### config.mk
export PLATFORM = sky130hd
export DESIGN_NAME = dpram_port_arbiter
export DESIGN_NICKNAME = d
export VERILOG_FILES = /design/src/rtl/dpram_port_arbiter.sv
export SDC_FILE = /design/constraint.sdc
export NUM_CORES = 1
export LEC_CHECK = 0
export CORE_AREA = 2 2 121 99
export DETAILED_ROUTE_END_ITERATION = 16
export DIE_AREA = 0 0 123 101
export HOLD_SLACK_MARGIN = 0.05
export PLACE_DENSITY_LB_ADDON = 0.3
export SLEW_MARGIN = 20
export SYNTH_ARGS = -nofsm -noshare
export SYNTH_HDL_FRONTEND = slang
export SYNTH_SLANG_ARGS = --single-unit
### constraint.sdc
create_clock -name clk -period 2.3 [get_ports clk]
set_input_delay 0.46 -clock clk [delete_from_list [all_inputs] [get_ports clk]]
set_output_delay 0.46 -clock clk [all_outputs]
set_load 0.05 [all_outputs]
### src/rtl/dpram_port_arbiter.sv
// Two-client round-robin arbiter for a dual-port RAM (one write port, one read port).
// Registers the RAM command and steers returning read data back to the client that issued it.
module dpram_port_arbiter #(
  parameter int ADDR_SIZE = 4,
  parameter int DATA_SIZE = 32,
  parameter int RD_LAT    = 1
) (
  input  logic                 clk,
  input  logic                 rst,
  input  logic                 c0_wr_req,
  input  logic [ADDR_SIZE-1:0] c0_wr_addr,
  input  logic [DATA_SIZE-1:0] c0_wr_data,
  output logic                 c0_wr_gnt,
  input  logic                 c1_wr_req,
  input  logic [ADDR_SIZE-1:0] c1_wr_addr,
  input  logic [DATA_SIZE-1:0] c1_wr_data,
  output logic                 c1_wr_gnt,
  input  logic                 c0_rd_req,
  input  logic [ADDR_SIZE-1:0] c0_rd_addr,
  output logic                 c0_rd_gnt,
  output logic                 c0_rd_valid,
  output logic [DATA_SIZE-1:0] c0_rd_data,
  input  logic                 c1_rd_req,
  input  logic [ADDR_SIZE-1:0] c1_rd_addr,
  output logic                 c1_rd_gnt,
  output logic                 c1_rd_valid,
  output logic [DATA_SIZE-1:0] c1_rd_data,
  output logic                 wr,
  output logic [ADDR_SIZE-1:0] addr_wr,
  output logic [DATA_SIZE-1:0] data_wr,
  output logic                 rd,
  output logic [ADDR_SIZE-1:0] addr_rd,
  input  logic [DATA_SIZE-1:0] data_rd
);

  logic                 wr_pri_reg, wr_pri_next;
  logic                 rd_pri_reg, rd_pri_next;
  logic                 wr_any, wr_both, wr_win, wr_gnt_any;
  logic                 rd_any, rd_both, rd_win, rd_gnt_any;
  logic                 collision;
  logic [ADDR_SIZE-1:0] wr_win_addr, rd_win_addr;
  logic [DATA_SIZE-1:0] wr_win_data;

  logic                 wr_reg, rd_reg;
  logic [ADDR_SIZE-1:0] addr_wr_reg, addr_rd_reg;
  logic [DATA_SIZE-1:0] data_wr_reg;

  logic [RD_LAT:0]      tag_valid_reg;
  logic [RD_LAT:0]      tag_id_reg;
  logic [1:0]           ret_valid;
  logic [DATA_SIZE-1:0] ret_data [2];

  // Arbitration: grants are purely combinational from requests, addresses and pointers.
  always_comb begin
    wr_any      = c0_wr_req | c1_wr_req;
    wr_both     = c0_wr_req & c1_wr_req;
    wr_win      = wr_both ? wr_pri_reg : c1_wr_req;
    wr_win_addr = wr_win ? c1_wr_addr : c0_wr_addr;
    wr_win_data = wr_win ? c1_wr_data : c0_wr_data;
    wr_gnt_any  = rst & wr_any;

    rd_any      = c0_rd_req | c1_rd_req;
    rd_both     = c0_rd_req & c1_rd_req;
    rd_win      = rd_both ? rd_pri_reg : c1_rd_req;
    rd_win_addr = rd_win ? c1_rd_addr : c0_rd_addr;

    // A read of the address being written this cycle waits one cycle so it sees the new data.
    collision   = wr_any & rd_any & (rd_win_addr == wr_win_addr);
    rd_gnt_any  = rst & rd_any & ~collision;

    c0_wr_gnt   = wr_gnt_any & ~wr_win;
    c1_wr_gnt   = wr_gnt_any & wr_win;
    c0_rd_gnt   = rd_gnt_any & ~rd_win;
    c1_rd_gnt   = rd_gnt_any & rd_win;

    wr_pri_next = wr_pri_reg;
    if (wr_gnt_any && wr_both) begin
      wr_pri_next = ~wr_win;
    end
    rd_pri_next = rd_pri_reg;
    if (rd_gnt_any && rd_both) begin
      rd_pri_next = ~rd_win;
    end
  end

  always_ff @(posedge clk or negedge rst) begin
    if (!rst) begin
      wr_pri_reg <= 1'b0;
      rd_pri_reg <= 1'b0;
    end else begin
      wr_pri_reg <= wr_pri_next;
      rd_pri_reg <= rd_pri_next;
    end
  end

  // RAM command registers; addresses and data hold when no command is issued.
  always_ff @(posedge clk or negedge rst) begin
    if (!rst) begin
      wr_reg      <= 1'b0;
      rd_reg      <= 1'b0;
      addr_wr_reg <= '0;
      addr_rd_reg <= '0;
      data_wr_reg <= '0;
    end else begin
      wr_reg <= wr_gnt_any;
      rd_reg <= rd_gnt_any;
      if (wr_gnt_any) begin
        addr_wr_reg <= wr_win_addr;
        data_wr_reg <= wr_win_data;
      end
      if (rd_gnt_any) begin
        addr_rd_reg <= rd_win_addr;
      end
    end
  end

  assign wr      = wr_reg;
  assign rd      = rd_reg;
  assign addr_wr = addr_wr_reg;
  assign addr_rd = addr_rd_reg;
  assign data_wr = data_wr_reg;

  // Stage k is valid in cycle grant+1+k, so the last stage lines up with data_rd.
  always_ff @(posedge clk or negedge rst) begin
    if (!rst) begin
      tag_valid_reg <= '0;
      tag_id_reg    <= '0;
    end else begin
      tag_valid_reg <= {tag_valid_reg[RD_LAT-1:0], rd_gnt_any};
      tag_id_reg    <= {tag_id_reg[RD_LAT-1:0], rd_win};
    end
  end

  genvar gi;
  generate
    for (gi = 0; gi < 2; gi++) begin : g_ret
      logic [DATA_SIZE-1:0] hold_reg;

      assign ret_valid[gi] = tag_valid_reg[RD_LAT] & (tag_id_reg[RD_LAT] == 1'(gi));

      always_ff @(posedge clk or negedge rst) begin
        if (!rst) begin
          hold_reg <= '0;
        end else if (ret_valid[gi]) begin
          hold_reg <= data_rd;
        end
      end

      // Pass data_rd straight through in the valid cycle, then keep showing it.
      assign ret_data[gi] = ret_valid[gi] ? data_rd : hold_reg;
    end
  endgenerate

  assign c0_rd_valid = ret_valid[0];
  assign c1_rd_valid = ret_valid[1];
  assign c0_rd_data  = ret_data[0];
  assign c1_rd_data  = ret_data[1];

endmodule

==> reports/qor.csv <==
metric,value,unit
maximum clock path buffer count,2,
vias in the first global route,3816,
Switching Share,40.8,%
Reg2Reg Setup Slack,0.20,ns
"Req. time, crit path",1.84,ns
final hold viol count,0,
Largest register FFs,64,
max cap viols,0,
initial core utilization,38.9,%
Hold Path End,tag_id_reg[1],
Mapped Area,4400,µm²
I/O Pins,230,
Post-Synth Simple-Gate Area,1.37,%
largest family of logic cells by synthesized area,multiplexers,
layout cells sized above 1,35.2,%
final worst slack,-0.307,ns
largest net degree at the start of global routing,67,
Least-Margin Pin Slew,0.823,ns
Rel. slew slack,45.1,%
Syn Inst Count,312,
# DRC,0,
Vias/cell,4.99,
total CTS buffers,9,
wire per inst,17.7,µm
combinational share of power,53.9,%
worst path arrival time,2.15,ns
vias,3587,
synth warn,0,
Die ar.,12400,µm²
number of diodes,0,
status,"complete, but fails checks",
overall routed net length,12700,µm
most frequent cells in the layout,"154 x clkdlybuf4s50_1, 110 x dfrtp_1, 64 x mux2_2",
internal cell power,5.78,mW
failing checks,negative setup slack,
Adder-Cell Fraction of Synth Area,0,%
mux cell area share after synthesis,19.2,%
CP max FO,5,
GR peak layer,met2,
Tmin final,2.61,ns
Pwr Density,1260,nW/µm²
Global Route met2 Usage,35.4,%
dpl hpwl,9640,µm
GR Util met3,6.84,%
RR Endpoint,addr_rd[2],
post-synthesis register bit count,111,
CTS tree,done,
GR met1 Demand/Resource,24.5,%
sequential power share,28.1,%
root buffer cell,clkbuf_16,
Syn-to-layout area delta,77.0,%
hold_sp,tag_id_reg[0],
nets@finish,684,
sequential share of the synthesized area,63.1,%
# H-tree levels,3,
clk_skew,0.00321,ns
unrepaired setup endpoints after global routing,true,
"Reg clk slew, reported paths",0.07,ns
initial antenna violation count,0,
Max Fclk,384,MHz
sw power,3.99,mW
Post-Synth XOR/XNOR Area,1.39,%
R2R depth,9,
"Slew Viols, Final",0,
Worst VDD drop,0.444,mV
R2R Path Start,rd_pri_reg,
IO Port Bufs,229,
Vert. Die Dim,101,µm
Final ANT Viol Nets,0,
First-pass DRT Iterations,7,
global route total overflow,0,
"commonest non-fill, non-tap cell in the layout",clkdlybuf4s50_1,
overall power,9.78,mW
crit path launch type,flop,
clock power share,17.9,%
worst hold margin,0.360,ns
crit end category,output pin,
Synthesized Nets,430,
Netlist cell types,21,
global-route wire length before repair,19500,µm
Die W,123,µm
worst hold path cell count,0,
leak pwr,3.50,nW
DRT iter0 DRCs,205,
Core ar.,11300,µm²
worst hold path class,reg -> reg,
All-Layer GR Usage,20.6,%
RD Place Congestion,0.887,
Final period util,113,%
clock latency on the worst-skew pair,0.33,ns
Avg Inst Size Synth,14.1,µm²
Synth Area in Compound Gates,9.70,%
Clock Sinks,111,
FP Rows,35,
final setup violation count,2,
Critical Setup Path Class,reg -> out,
-- power groups by stage --
stage / registers (mW) / clock network (mW) / logic (mW)
6_report: 2.75 / 1.75 / 5.27
5_1_grt: 2.81 / 1.88 / 5.48
4_1_cts: 2.75 / 1.80 / 5.31
3_5_place_dp: 2.79 / 0 / 5.23
3_3_place_gp: 2.75 / 0 / 5.15
2_1_floorplan: 3.26 / 0 / 2.44
-- critical path: stages, from the launching register on --
cell	delay (ns)
dfrtp_1	0.41
o21ai_4	0.16
buf_12	0.15
mux2i_4	0.27
xnor2_1	0.09
o22a_1	0.22
buf_6	0.13
o221ai_4	0.17
nor2_4	0.05
buf_12	0.14
-- metrics by stage --
| stage | worst slack, ns | TNS [ns] | utilization [%] | area, µm² | cells |
|---|---|---|---|---|---|
| 2_1_floorplan | -0.0403 | -0.0462 | - | 4420 | 312 |
| 3_3_place_gp | -0.512 | -2.50 | 64.8 | 7320 | 694 |
| 3_5_place_dp | -0.645 | -4.45 | 64.8 | 7320 | 694 |
| 4_1_cts | -0.331 | -0.609 | 68.7 | 7770 | 717 |
| 5_1_grt | -0.410 | -0.799 | 68.9 | 7790 | 719 |
| 6_report | -0.307 | -0.582 | 68.9 | 7790 | 719 |
-- layout make-up --
class	count	area (µm²)
clock inverter	7	119
tap	148	185
multi-input combinational	140	1460
sequential	111	2780
timing repair buffer	261	2860
inverter	43	161
fill	788	3510
clock buffer	9	225
-- worst max-delay path by stage --
stage / startpoint / depth (start not counted) / to / slack (ns)
after CTS: rd_pri_reg / 9 / c0_rd_gnt / -0.33
after detailed placement: c0_rd_req / 10 / c1_rd_gnt / -0.65
after floorplan: c0_rd_req / 7 / c0_rd_gnt / -0.04
after global routing: rd_pri_reg / 9 / c0_rd_gnt / -0.41
after global placement: c0_rd_req / 10 / c0_rd_gnt / -0.51
final: rd_pri_reg / 9 / c0_rd_gnt / -0.31
-- per-layer routing --
| metal | vias to the layer above | part of all wire [%] | routed length (µm) |
|---|---|---|---|
| met1 | 1779 | 37 | 4670 |
| li1 | 1620 | - | - |
| met5 | - | 0 | 0 |
| met4 | 0 | 1.6 | 200 |
| met2 | 172 | 52 | 6610 |
| met3 | 16 | 9.6 | 1220 |
-- cell families (layout without fill, tap and decap cells) --
group / after synthesis / after routing
AOI/OAI and AO/OA: 43 / 43
muxes: 76 / 76
xor gates and xnor gates: 7 / 7
buffers and inverters: 61 / 320
and+or+nand+nor: 14 / 14
DFF: 111 / 111
-- what timing repair did --
action	in CTS	in global routing
hold buffers	1	0
setup endpoints to repair	6	4
setup buffers	6	2
endpoints found under the hold margin	5	0
resized for setup	15	3
pin swaps	5	5
-- cells in the mapped netlist --
| cell | number | area, µm² |
|---|---|---|
| o21ai_0 | 5 | 25.0 |
| clkbuf_1 | 15 | 56.3 |
| a222oi_1 | 32 | 320 |
| nor2b_1 | 1 | 6.26 |
| mux2i_2 | 1 | 13.8 |
| nand3_1 | 2 | 10.0 |
| o22a_1 | 1 | 8.76 |
| and2_1 | 1 | 6.26 |
| o21ai_1 | 1 | 5.00 |
| o21ai_4 | 2 | 32.5 |
| nor2_1 | 3 | 11.3 |
| o221ai_4 | 1 | 26.3 |
| inv_1 | 42 | 158 |
| nand2_1 | 7 | 26.3 |
| xnor2_1 | 7 | 61.3 |
| inv_2 | 1 | 3.75 |
| mux2_2 | 64 | 721 |
| dfrtp_1 | 111 | 2780 |
| o2111ai_1 | 1 | 8.76 |
| mux2i_1 | 11 | 110 |
| buf_1 | 3 | 11.3 |
(Power assumes the default switching activity.)
